**src/rtl/mips32_mem_arbiter_if.sv**
```systemverilog
// ---------------------------------------------------------------------------
// mips32_mem_arbiter_if
//   Bundles the fetch port, data port, halt/err sideband and the memory-array
//   port of the instruction/data memory arbiter.
//   master : the pipeline / environment side (drives requests and mem_rdata)
//   slave  : the arbiter (drives grants, read returns and mem_* controls)
// ---------------------------------------------------------------------------
interface mips32_mem_arbiter_if #(
   parameter int ADDR_W = 10,
   parameter int DATA_W = 32
);
   // fetch port
   logic              if_req;
   logic [ADDR_W-1:0] if_addr;
   logic              if_gnt;
   logic              if_rvalid;
   logic [DATA_W-1:0] if_rdata;
   // data port
   logic              d_req;
   logic              d_we;
   logic [ADDR_W-1:0] d_addr;
   logic [DATA_W-1:0] d_wdata;
   logic              d_gnt;
   logic              d_rvalid;
   logic [DATA_W-1:0] d_rdata;
   // sideband
   logic              halt;
   logic              err;
   // memory array port
   logic              mem_en;
   logic              mem_we;
   logic [ADDR_W-1:0] mem_addr;
   logic [DATA_W-1:0] mem_wdata;
   logic [DATA_W-1:0] mem_rdata;

   modport master (
      output if_req, if_addr, d_req, d_we, d_addr, d_wdata, halt, mem_rdata,
      input  if_gnt, if_rvalid, if_rdata, d_gnt, d_rvalid, d_rdata, err,
             mem_en, mem_we, mem_addr, mem_wdata
   );

   modport slave (
      input  if_req, if_addr, d_req, d_we, d_addr, d_wdata, halt, mem_rdata,
      output if_gnt, if_rvalid, if_rdata, d_gnt, d_rvalid, d_rdata, err,
             mem_en, mem_we, mem_addr, mem_wdata
   );
endinterface

```
**src/rtl/mips32_mem_arbiter.sv**
```systemverilog
// ---------------------------------------------------------------------------
// mips32_mem_arbiter
//   Shares one single-ported synchronous memory between the instruction-fetch
//   port (read-only) and the MEM-stage data port (load/store). At most one
//   access is granted per cycle; the data port wins unless fetch has already
//   waited STARVE_MAX consecutive data grants. Read data returns one cycle
//   after the grant, steered to the requester that was granted.
// Ports
//   clk  : rising-edge clock
//   rst  : synchronous reset, active high
//   bus  : slave side of mips32_mem_arbiter_if (fetch port, data port,
//          halt/err sideband, memory array port)
// ---------------------------------------------------------------------------
module mips32_mem_arbiter #(
   parameter int ADDR_W     = 10,
   parameter int DATA_W     = 32,
   parameter int MEM_DEPTH  = 1024,
   parameter int STARVE_MAX = 4
) (
   input  logic                 clk,
   input  logic                 rst,
   mips32_mem_arbiter_if.slave  bus
);

   localparam logic [ADDR_W:0] DEPTH_L   = (ADDR_W+1)'(MEM_DEPTH);
   localparam logic [3:0]      STARVE_L  = 4'(STARVE_MAX);

   // registered state
   logic [3:0]        starve_cnt_q, starve_cnt_d;
   logic              if_pend_q,    if_pend_d;     // fetch read in flight
   logic              d_pend_q,     d_pend_d;      // load read in flight
   logic              oor_q,        oor_d;         // last grant was out of range
   logic [DATA_W-1:0] if_rdata_q,   if_rdata_d;    // held fetch data
   logic [DATA_W-1:0] d_rdata_q,    d_rdata_d;     // held load data

   // combinational
   logic              fetch_ok;
   logic              starve_hit;
   logic              if_gnt, d_gnt;
   logic              if_in, d_in, sel_in;
   logic [DATA_W-1:0] rd_val;

   // ---------------- grant and memory drive ----------------
   always_comb begin
      fetch_ok   = bus.if_req & ~bus.halt;
      // fetch has waited long enough: data must yield this cycle
      starve_hit = fetch_ok & (starve_cnt_q == STARVE_L);
      d_gnt      = ~rst & bus.d_req & ~starve_hit;
      if_gnt     = ~rst & ~d_gnt & fetch_ok;

      if_in  = {1'b0, bus.if_addr} < DEPTH_L;
      d_in   = {1'b0, bus.d_addr}  < DEPTH_L;
      sel_in = d_gnt ? d_in : if_in;

      bus.if_gnt    = if_gnt;
      bus.d_gnt     = d_gnt;
      bus.mem_en    = (if_gnt | d_gnt) & sel_in;
      bus.mem_we    = d_gnt & bus.d_we & d_in;
      bus.mem_addr  = '0;
      bus.mem_wdata = '0;
      if (d_gnt) begin
         bus.mem_addr = bus.d_addr;
         if (bus.d_we) bus.mem_wdata = bus.d_wdata;
      end else if (if_gnt) begin
         bus.mem_addr = bus.if_addr;
      end
   end

   // ---------------- next state ----------------
   always_comb begin
      starve_cnt_d = starve_cnt_q;
      if (if_gnt | ~fetch_ok)
         starve_cnt_d = '0;
      else if (d_gnt && starve_cnt_q != STARVE_L)
         starve_cnt_d = starve_cnt_q + 4'd1;

      if_pend_d = if_gnt;
      d_pend_d  = d_gnt & ~bus.d_we;
      // out-of-range flag drives err for loads, fetches and stores alike
      oor_d     = (if_gnt | d_gnt) & ~sel_in;
   end

   // ---------------- read return ----------------
   // An out-of-range read never enabled the memory, so its data is forced to 0.
   // rvalid/err are masked during rst so a read granted just before reset
   // never completes.
   always_comb begin
      rd_val        = oor_q ? '0 : bus.mem_rdata;
      bus.if_rvalid = if_pend_q & ~rst;
      bus.d_rvalid  = d_pend_q & ~rst;
      bus.err       = oor_q & ~rst;

      if_rdata_d = bus.if_rvalid ? rd_val : if_rdata_q;
      d_rdata_d  = bus.d_rvalid  ? rd_val : d_rdata_q;

      bus.if_rdata = rst ? '0 : if_rdata_d;
      bus.d_rdata  = rst ? '0 : d_rdata_d;
   end

   always_ff @(posedge clk) begin
      if (rst) begin
         starve_cnt_q <= '0;
         if_pend_q    <= 1'b0;
         d_pend_q     <= 1'b0;
         oor_q        <= 1'b0;
         if_rdata_q   <= '0;
         d_rdata_q    <= '0;
      end else begin
         starve_cnt_q <= starve_cnt_d;
         if_pend_q    <= if_pend_d;
         d_pend_q     <= d_pend_d;
         oor_q        <= oor_d;
         if_rdata_q   <= if_rdata_d;
         d_rdata_q    <= d_rdata_d;
      end
   end

endmodule
```
**src/flat_wrapper.sv**
```systemverilog
// flat-port wrapper written by rule: the top's interface ports become plain ports
module mips32_mem_arbiter_flat 
#(
   parameter int ADDR_W     = 10,
   parameter int DATA_W     = 32,
   parameter int MEM_DEPTH  = 1024,
   parameter int STARVE_MAX = 4
)
  (clk, rst, bus_if_req, bus_if_addr, bus_d_req, bus_d_we, bus_d_addr, bus_d_wdata, bus_halt, bus_mem_rdata, bus_if_gnt, bus_if_rvalid, bus_if_rdata, bus_d_gnt, bus_d_rvalid, bus_d_rdata, bus_err, bus_mem_en, bus_mem_we, bus_mem_addr, bus_mem_wdata);
  mips32_mem_arbiter_if #(.ADDR_W(ADDR_W), .DATA_W(DATA_W)) bus_i ();
  input  logic clk;
  input  logic rst;
  input wire logic [$bits(bus_i.if_req)-1:0] bus_if_req;
  input wire logic [$bits(bus_i.if_addr)-1:0] bus_if_addr;
  input wire logic [$bits(bus_i.d_req)-1:0] bus_d_req;
  input wire logic [$bits(bus_i.d_we)-1:0] bus_d_we;
  input wire logic [$bits(bus_i.d_addr)-1:0] bus_d_addr;
  input wire logic [$bits(bus_i.d_wdata)-1:0] bus_d_wdata;
  input wire logic [$bits(bus_i.halt)-1:0] bus_halt;
  input wire logic [$bits(bus_i.mem_rdata)-1:0] bus_mem_rdata;
  output wire logic [$bits(bus_i.if_gnt)-1:0] bus_if_gnt;
  output wire logic [$bits(bus_i.if_rvalid)-1:0] bus_if_rvalid;
  output wire logic [$bits(bus_i.if_rdata)-1:0] bus_if_rdata;
  output wire logic [$bits(bus_i.d_gnt)-1:0] bus_d_gnt;
  output wire logic [$bits(bus_i.d_rvalid)-1:0] bus_d_rvalid;
  output wire logic [$bits(bus_i.d_rdata)-1:0] bus_d_rdata;
  output wire logic [$bits(bus_i.err)-1:0] bus_err;
  output wire logic [$bits(bus_i.mem_en)-1:0] bus_mem_en;
  output wire logic [$bits(bus_i.mem_we)-1:0] bus_mem_we;
  output wire logic [$bits(bus_i.mem_addr)-1:0] bus_mem_addr;
  output wire logic [$bits(bus_i.mem_wdata)-1:0] bus_mem_wdata;
  assign bus_i.if_req = bus_if_req;
  assign bus_i.if_addr = bus_if_addr;
  assign bus_i.d_req = bus_d_req;
  assign bus_i.d_we = bus_d_we;
  assign bus_i.d_addr = bus_d_addr;
  assign bus_i.d_wdata = bus_d_wdata;
  assign bus_i.halt = bus_halt;
  assign bus_i.mem_rdata = bus_mem_rdata;
  assign bus_if_gnt = bus_i.if_gnt;
  assign bus_if_rvalid = bus_i.if_rvalid;
  assign bus_if_rdata = bus_i.if_rdata;
  assign bus_d_gnt = bus_i.d_gnt;
  assign bus_d_rvalid = bus_i.d_rvalid;
  assign bus_d_rdata = bus_i.d_rdata;
  assign bus_err = bus_i.err;
  assign bus_mem_en = bus_i.mem_en;
  assign bus_mem_we = bus_i.mem_we;
  assign bus_mem_addr = bus_i.mem_addr;
  assign bus_mem_wdata = bus_i.mem_wdata;
  mips32_mem_arbiter #(.ADDR_W(ADDR_W), .DATA_W(DATA_W), .MEM_DEPTH(MEM_DEPTH), .STARVE_MAX(STARVE_MAX)) u_core (.clk(clk), .rst(rst), .bus(bus_i));
endmodule
```
**config.mk**
```make
export PLATFORM = sky130hd
export DESIGN_NAME = mips32_mem_arbiter_flat
export DESIGN_NICKNAME = d
export VERILOG_FILES = /design/src/rtl/mips32_mem_arbiter_if.sv /design/src/rtl/mips32_mem_arbiter.sv /design/src/flat_wrapper.sv
export SDC_FILE = /design/constraint.sdc
export NUM_CORES = 1
export LEC_CHECK = 0
export ABC_CLOCK_PERIOD_IN_PS = 1550
export CORE_MARGIN = 4
export CORE_UTILIZATION = 32
export DETAILED_ROUTE_END_ITERATION = 7
export GPL_TIMING_DRIVEN = 0
export PLACE_DENSITY = 0.79
export SETUP_SLACK_MARGIN = 0.15
export SLEW_MARGIN = 20
export SYNTH_ARGS = -nofsm -noshare
export SYNTH_HDL_FRONTEND = slang
export SYNTH_SLANG_ARGS = --single-unit
```
**constraint.sdc**
```tcl
create_clock -name clk -period 1.55 [get_ports clk]
set_input_delay 0.2325 -clock clk [delete_from_list [all_inputs] [get_ports clk]]
set_output_delay 0.2325 -clock clk [all_outputs]
set_load 0.05 [all_outputs]
```
-- Word level (Yosys, flattened, before mapping)
Cells that the tools add are included.
- bits in registers: 70
- output and inout bits: 113
- add/sub/neg operators: 1
- reduce and logical (&&, ||, !) cells: 2
- bitwise operators: 18
- muxes and demuxes: 8
- equality and inequality tests: 2
- operators with widths (cell ; number):
    $mux 32 ; 6
    $mux 10 ; 2
    $and 1x1->1 ; 10
    $not 1->1 ; 6
    $add 4x1->4 const B ; 1
    $eq 4x3->1 const B ; 1
    $ne 4x3->1 const B ; 1
    $or 1x1->1 ; 2
    $reduce_or 2->1 ; 1
    $logic_and 1x1->1 ; 1

-- Longest topological paths before layout
Gate-level depths: netlist of the first run.
- depth after elaboration: 10
- mapped depth: 6

-- Worst setup path after synthesis of the first run
Ideal clock, no wire load.
- path kind: register to output
- start point: register u_core.starve_cnt_q[0]
- end point: output port bus_if_gnt
- data arrival time: 2057 ps
- data required time: 1317 ps
- setup slack: -740 ps
- stages on the path, launching flop included: 6
- buffers on the path: 1
- cells stage by stage: dfxtp_1 > inv_1 > ha_1 > nand3b_1 > clkbuf_1 > a211oi_1
- cells in the longest elaborated chain, start to end: 7
- RTL lines (what ; line ; text):
    from (decl) ; mips32_mem_arbiter.sv:29 ; logic [3:0] starve_cnt_q, starve_cnt_d;
    from (signal assigned) ; mips32_mem_arbiter.sv:109 ; starve_cnt_q <= starve_cnt_d;
    $eq 4x3->1 ; mips32_mem_arbiter.sv:47 ; starve_hit = fetch_ok & (starve_cnt_q == STARVE_L);
    $and 1x1->1 ; mips32_mem_arbiter.sv:47 ;
    $not 1->1 ; mips32_mem_arbiter.sv:48 ; d_gnt = ~rst & bus.d_req & ~starve_hit;
    $and 1x1->1 ; mips32_mem_arbiter.sv:48 ;
    $not 1->1 ; mips32_mem_arbiter.sv:49 ; if_gnt = ~rst & ~d_gnt & fetch_ok;
    $and 1x1->1 (2 in a row) ; mips32_mem_arbiter.sv:49 ;
    to (decl) ; flat_wrapper.sv:21 ; output wire logic [$bits(bus_i.if_gnt)-1:0] bus_if_gnt;
Every way passes these cells.

-- Worst setup path in the final report of the first run
- start point: register u_core.starve_cnt_q[1]
- end point: output port bus_mem_wdata[22]
- cells in the longest elaborated chain, start to end: 5
- RTL lines (what ; line ; text):
    $eq 4x3->1 ; mips32_mem_arbiter.sv:47 ;
    $and 1x1->1 ; mips32_mem_arbiter.sv:47 ;
    $not 1->1 ; mips32_mem_arbiter.sv:48 ;
    $and 1x1->1 ; mips32_mem_arbiter.sv:48 ;
    $mux 32 ; mips32_mem_arbiter.sv:61 ; if (d_gnt) begin
    to (decl) ; flat_wrapper.sv:31 ; output wire logic [$bits(bus_i.mem_wdata)-1:0] bus_mem_wdata;
Every way passes these cells.

==> results of run 1 <==
[cell type report]
type / instances / area share
Buffer: 30 / 0.0430
Clock buffer: 10 / 0.0154
Clock inverter: 6 / 0.0114
Inverter: 4 / 0.00182
Multi-Input combinational cell: 213 / 0.355
Sequential cell: 70 / 0.170
Tap cell: 111 / 0.0168
Timing Repair Buffer: 260 / 0.387
[kinds of logic (layout without fill, tap and decap cells)]
family	after synthesis	after routing
adders and majority gates	2	2
xor gates and xnor gates	2	2
buffers and inverters	34	310
AOI/OAI and AO/OA	34	34
DFF	70	70
and+or+nand+nor	110	110
other	1	1
muxes	64	64
[timing repair]
| action | in CTS | in global routing |
|---|---|---|
| cloned | 6 | 0 |
| gates resized for setup | 1015 | 68 |
| buffers inserted | 21 | 33 |
| pin swaps | 19 | 32 |
| endpoints found under the setup margin | 138 | 118 |
[flip-flops by register name, summed over array words and instances, names as in the netlist]
signal and count:
u_core.d_pend_q 1, u_core.if_rdata_q 32, u_core.starve_cnt_q 4, u_core.d_rdata_q 32, u_core.if_pend_q 1
[Yosys cell counts, drive strengths merged]
library cell,instances,share of area
nor2b,4,0.0083
a21oi,11,0.018
nand2b,1,0.0021
and3,32,0.066
nor2,68,0.085
and3b,1,0.0041
xor2,1,0.0029
xnor2,1,0.0029
conb,1,0.0012
nand3,1,0.0017
ha,2,0.0083
mux2i,64,0.21
and2,1,0.0021
a211oi,3,0.012
dfxtp,70,0.46
clkbuf,16,0.020
buf,14,0.029
o211ai,20,0.050
nand3b,1,0.0025
or4,1,0.0025
inv,4,0.0050
[power by group through the flow]
stage	clock network, mW	logic [mW]	registers, mW
after global placement	0	1.15	1.90
after CTS	1.69	1.52	1.88
after global routing	1.81	1.70	1.89
final	1.72	1.65	1.89
after floorplan	0	0.701	1.90
after detailed placement	0	1.17	1.90
[routing by layer]
metal | GRT usage | wire length, µm | up-vias | part of all wire
met4 | 0.0581 | 210 | 0 | 0.013
met2 | 0.469 | 9100 | 123 | 0.57
met1 | 0.276 | 6030 | 1718 | 0.38
met5 | 0 | 0 | - | 0
met3 | 0.0587 | 635 | 16 | 0.040
li1 | - | - | 1641 | -
[placed cells by master (no fill, tap or decap), types with 2 or more instances in the layout]
cell | synthesis | routed
a21oi_4 | 0 | 11
and3_4 | 0 | 32
buf_12 | 0 | 13
buf_16 | 0 | 5
buf_4 | 1 | 23
buf_6 | 3 | 54
buf_8 | 0 | 89
bufinv_16 | 0 | 2
clkbuf_1 | 16 | 5
clkbuf_16 | 0 | 2
clkbuf_2 | 0 | 5
clkbuf_4 | 0 | 3
clkbuf_8 | 0 | 12
clkdlybuf4s50_1 | 0 | 85
clkinv_4 | 0 | 2
dfxtp_1 | 70 | 66
dfxtp_2 | 0 | 4
dlygate4sd2_1 | 0 | 3
inv_2 | 0 | 3
mux2i_1 | 64 | 6
mux2i_4 | 0 | 57
nor2_1 | 68 | 8
nor2_2 | 0 | 3
nor2_4 | 0 | 57
nor2b_4 | 0 | 2
o211ai_1 | 20 | 20
[path summary, 6_finish.rpt]
check | end | slack (ns) | depth (start not counted)
worst min register to register | u_core.starve_cnt_q[0] | 0.52 | 2
worst max-delay path | bus_mem_wdata[22] | -0.64 | 8
worst max register to register | u_core.starve_cnt_q[1] | -0.06 | 6
worst min-delay path | u_core.starve_cnt_q[0] | 0.48 | 3
[worst min-delay path, stage by stage]
cell	delay (ns)
clkbuf_2	0.24
or4_1	0.25
nor2_1	0.05
[stage by stage]
stage / setup TNS (ns) / power (mW) / hold WS (ns) / area, µm²
global placement: -101.24 / 3.05 / 0.432 / 5890
CTS: -45.00 / 5.08 / 0.443 / 7720
floorplan: -9.85 / 2.60 / 0.304 / 3750
finish: -47.23 / 5.25 / 0.483 / 8270
detailed placement: -103.67 / 3.07 / 0.435 / 5890
global route: -53.43 / 5.40 / 0.504 / 8270
==> flow_summary.toml, run 1 <==
[outcome]
status = "finished with violations"
violations = "setup timing"

[timing]
hold_viol_final = 0
min_period_over_period = 1.41
worst_pin_slew_ns = 0.639
max_freq_ghz = 0.458
finalMaxSlewViolations = 0
fin_crit_ns = 2.19
final-setup-viol-count = 115
rsz0062_at_grt = "yes"
skew_ns = 0.0201
max_slew_margin = 0.574
setup_slack_ns = -0.635

[pwr]
clkPwrFrac = 0.328
p_leak_nw = 2.96
power_density_nw_per_um2 = 635
ir_drop_uv = 548
p_sw_mw = 1.69
combPwrFrac = 0.314
swShare = 0.322
pwr-share-seq = 0.359
intPower_mw = 3.56

[cells_and_area]
nNetsFinal = 680
drive_gt1_frac = 0.658
multiInputGateArea_um2 = 2930
seq_area_um2 = 1410
fin_util = 0.899
fill_cells = 348
final_cells = 704
area_growth_pct = 174
antenna_cells = 0

[placement]
place_ws_ns = -1.29
hpwl_mm = 8.34
place_congestion = 0.777
placed_cells = 628
port_buffers = 200

[clock_tree]
insertion_delay_ns = 0.35
htreeDepth = 3
hold_buffers = 0
cts-root-buf = "clkbuf_8"
cts_tree = "built"
cts-buffers-inserted = 9
cts.path.max_buffers = 2
cts_sinks = 70
path_clk_slew_ns = 0.08

[die]
die_h_um = 105
core-area_um2 = 9200
std_cell_rows = 35
die_w_um = 105
start_util = 0.328
die_area_um2 = 11000
num_io_pins = 203

[critical_path]
path_cells = "inv_2 -> ha_4 -> and3b_4 -> a211oi_4 -> buf_12 -> buf_8 -> and3_4 -> buf_8"
critical_path.top_delay_family = "buffers and inverters"
worst-path-buf-inv = 4
startpoint_type = "register"
r2r-start = "u_core.starve_cnt_q[1]"
crit_required_ns = 1.32
crit_top_cell = "buf_8"
slowest_delay_ns = 0.35
cp_slowest_cell = "dfxtp_2"
worstSetupPathType = "register to output pin"
cp-startpoint = "u_core.starve_cnt_q[1]"
worst_setup_path_end_kind = "output pin"
crit_arrival_ns = 1.95
cp_max_fo = 10

[route]
drt_iter0_drc = 153
vias = 3498
wl_mm = 16.0
ant_nets = 0
post_drt_via_cell_ratio = 4.97
drc = 0
drtPass1Iterations = 4
wl_per_cell_um = 22.7

[worst_hold_path]
hold_path.startpoint = "rst"
min_path_type = "input pin to register"

[synth]
synth-compound-area-share = 0.0796
synthMuxAreaShare = 0.212
syn_inst = 317
seq_area_frac_synth = 0.464
synth-xor-area-share = 0.00580
avgSynthCellArea_um2 = 9.52
synthesis.nets = 409
synth_warnings = 0
synthAdderAreaFrac = 0.00829
synthSimpleGateAreaFrac = 0.174
ys_types = 25
synth_top_family_by_area = "multiplexers"
synth_area_um2 = 3020
synth_seq_cells = 70

[global_routing]
gr-usage-all-layers = 0.247
grt_max_degree = 14
overflow = 0
antenna_found_initial = 0
grt_pass1_vias = 3674
grt_pass1_wl_mm = 21.4

[run]
timing.max_cap.violations = 0
No activity file was read; power rests on OpenSTA's default activity.
==> run 2: changes to the inputs <==
--- a/config.mk
+++ b/config.mk
@@ -12,6 +12,7 @@
 export GPL_TIMING_DRIVEN = 0
 export PLACE_DENSITY = 0.79
 export SETUP_SLACK_MARGIN = 0.15
+export SKIP_CTS_REPAIR_TIMING = 1
 export SLEW_MARGIN = 20
 export SYNTH_ARGS = -nofsm -noshare
 export SYNTH_HDL_FRONTEND = slang
==> flow_summary.toml, run 2 (same netlist as run 1, synthesis figures left out) <==
[placement]
place_area_um2 = 5890
place_congestion = 0.777
place_ws_ns = -1.29
hpwl_mm = 8.34
port_buffers = 200
placed_cells = 628

[timing]
worst_pin_slew_ns = 0.611
hold_viol_final = 0
finalMaxSlewViolations = 0
min_period_over_period = 1.43
rsz0062_at_grt = "yes"
setup_slack_ns = -0.670
fin_hold_ws_ns = 0.380
final-setup-viol-count = 106
tns_ns = -40.58
skew_ns = 0.0162
fin_crit_ns = 2.22
max_slew_margin = 0.593
max_freq_ghz = 0.450

[die]
die_area_um2 = 11000
core-area_um2 = 9200
die_h_um = 105
start_util = 0.328
std_cell_rows = 35
num_io_pins = 203
die_w_um = 105

[global_routing]
antenna_found_initial = 0
gr-usage-all-layers = 0.187
overflow = 0
grt_pass1_wl_mm = 16.6
grt_pass1_vias = 3140
grt_max_degree = 14

[route]
vias = 3336
wl_met2_mm = 7.37
ant_nets = 0
top_layer = "met4"
drtPass1Iterations = 4
drc = 0
wl_mm = 13.3
post_drt_via_cell_ratio = 4.87
met3WireLength_um = 707
drt_iter0_drc = 69
drt-met1-wl_mm = 5.10
wl_per_cell_um = 19.4

[cells_and_area]
fill_cells = 468
nNetsFinal = 661
final_cells = 685
area_growth_pct = 153
drive_gt1_frac = 0.643
design_area_um2 = 7640
final_cell_mix = "clkdlybuf4s50_1, buf_6, dfxtp_1, mux2i_4, nor2_4"
fin_util = 0.831
top_regs = "u_core.d_rdata_q (32), u_core.if_rdata_q (32), u_core.starve_cnt_q (4)"
layout_commonest_cell = "clkdlybuf4s50_1"
antenna_cells = 0

[outcome]
violations = "setup timing"
status = "finished with violations"

[clock_tree]
cts_sinks = 70
path_clk_slew_ns = 0.07
htreeDepth = 3
cts_tree = "built"
insertion_delay_ns = 0.34
cts.path.max_buffers = 2
cts-root-buf = "clkbuf_8"
cts-buffers-inserted = 9

[critical_path]
worstSetupPathType = "register to output pin"
crit_required_ns = 1.32
r2r_slack_ns = 0.04
cp-startpoint = "u_core.starve_cnt_q[1]"
worst_setup_path_end_kind = "output pin"
startpoint_type = "register"
r2r-start = "u_core.starve_cnt_q[1]"
cp_max_fo = 10
crit_arrival_ns = 1.99

[pwr]
swShare = 0.314
p_sw_mw = 1.59
p_leak_nw = 2.77
combPwrFrac = 0.299
power_density_nw_per_um2 = 663
clkPwrFrac = 0.329
pwr-share-seq = 0.371
fin_total_pwr_mw = 5.07
ir_drop_uv = 544
intPower_mw = 3.48

[worst_hold_path]
min_path_type = "input pin to register"
hold_path.startpoint = "bus_if_req"

[run]
timing.max_cap.violations = 0
==> run 2: cell types whose count changed in the layout (fill, tap and decap cells not counted), sizes merged <==
cell          before  now
buf              185  164
dlygate4sd2        3    0
clkbuf            27   29
dlymetal6s2s       0    3
==> run 2: power groups by stage <==
| stage | Combinational [mW] | Sequential, mW | Clock, mW |
|---|---|---|---|
| after global routing | 1.58 | 1.89 | 1.76 |
| after detailed placement | 1.17 | 1.90 | 0 |
| after floorplan | 0.701 | 1.90 | 0 |
| after global placement | 1.15 | 1.90 | 0 |
| after CTS | 1.17 | 1.86 | 1.69 |
| final | 1.52 | 1.88 | 1.67 |
==> run 2: worst paths after layout <==
| kind | cells after the start | endpoint |
|---|---|---|
| worst min-delay path | 4 | u_core.if_pend_q |
| worst max-delay path | 8 | bus_mem_wdata[10] |
| worst max register to register | 7 | u_core.d_pend_q |
| worst min register to register | 1 | u_core.starve_cnt_q[0] |
==> run 2: final cells by class <==
class | count | area (µm²) | share of cell area
buffer | 30 | 324 | 0.0424
clock buffer | 10 | 128 | 0.0167
clock inverter | 6 | 93.8 | 0.0123
inverter | 4 | 15.0 | 0.00196
multi-input combinational | 213 | 2910 | 0.380
sequential | 70 | 1410 | 0.184
tap | 111 | 139 | 0.0182
timing repair buffer | 241 | 2630 | 0.344
==> run 2: critical path: stages, from the launching register on <==
cell      delay, ns
dfxtp_2        0.36
inv_2          0.05
ha_4           0.15
and3b_4        0.20
a211oi_4       0.27
buf_12         0.16
buf_8          0.12
and3_4         0.20
buf_8          0.14
==> run 2: per-layer routing <==
| metal | vias to the layer above | GRT usage |
|---|---|---|
| met5 | - | 0 |
| met2 | 108 | 0.329 |
| met3 | 11 | 0.0593 |
| li1 | 1610 | - |
| met1 | 1607 | 0.219 |
| met4 | 0 | 0.0478 |
==> run 3: changes to the inputs <==
--- a/config.mk
+++ b/config.mk
@@ -10,6 +10,7 @@
 export CORE_UTILIZATION = 32
 export DETAILED_ROUTE_END_ITERATION = 7
 export GPL_TIMING_DRIVEN = 0
+export HOLD_SLACK_MARGIN = 0.05
 export PLACE_DENSITY = 0.79
 export SETUP_SLACK_MARGIN = 0.15
 export SKIP_CTS_REPAIR_TIMING = 1
==> results of run 3 <==
The final DEF is identical to that of run 2; final timing and power are the same.
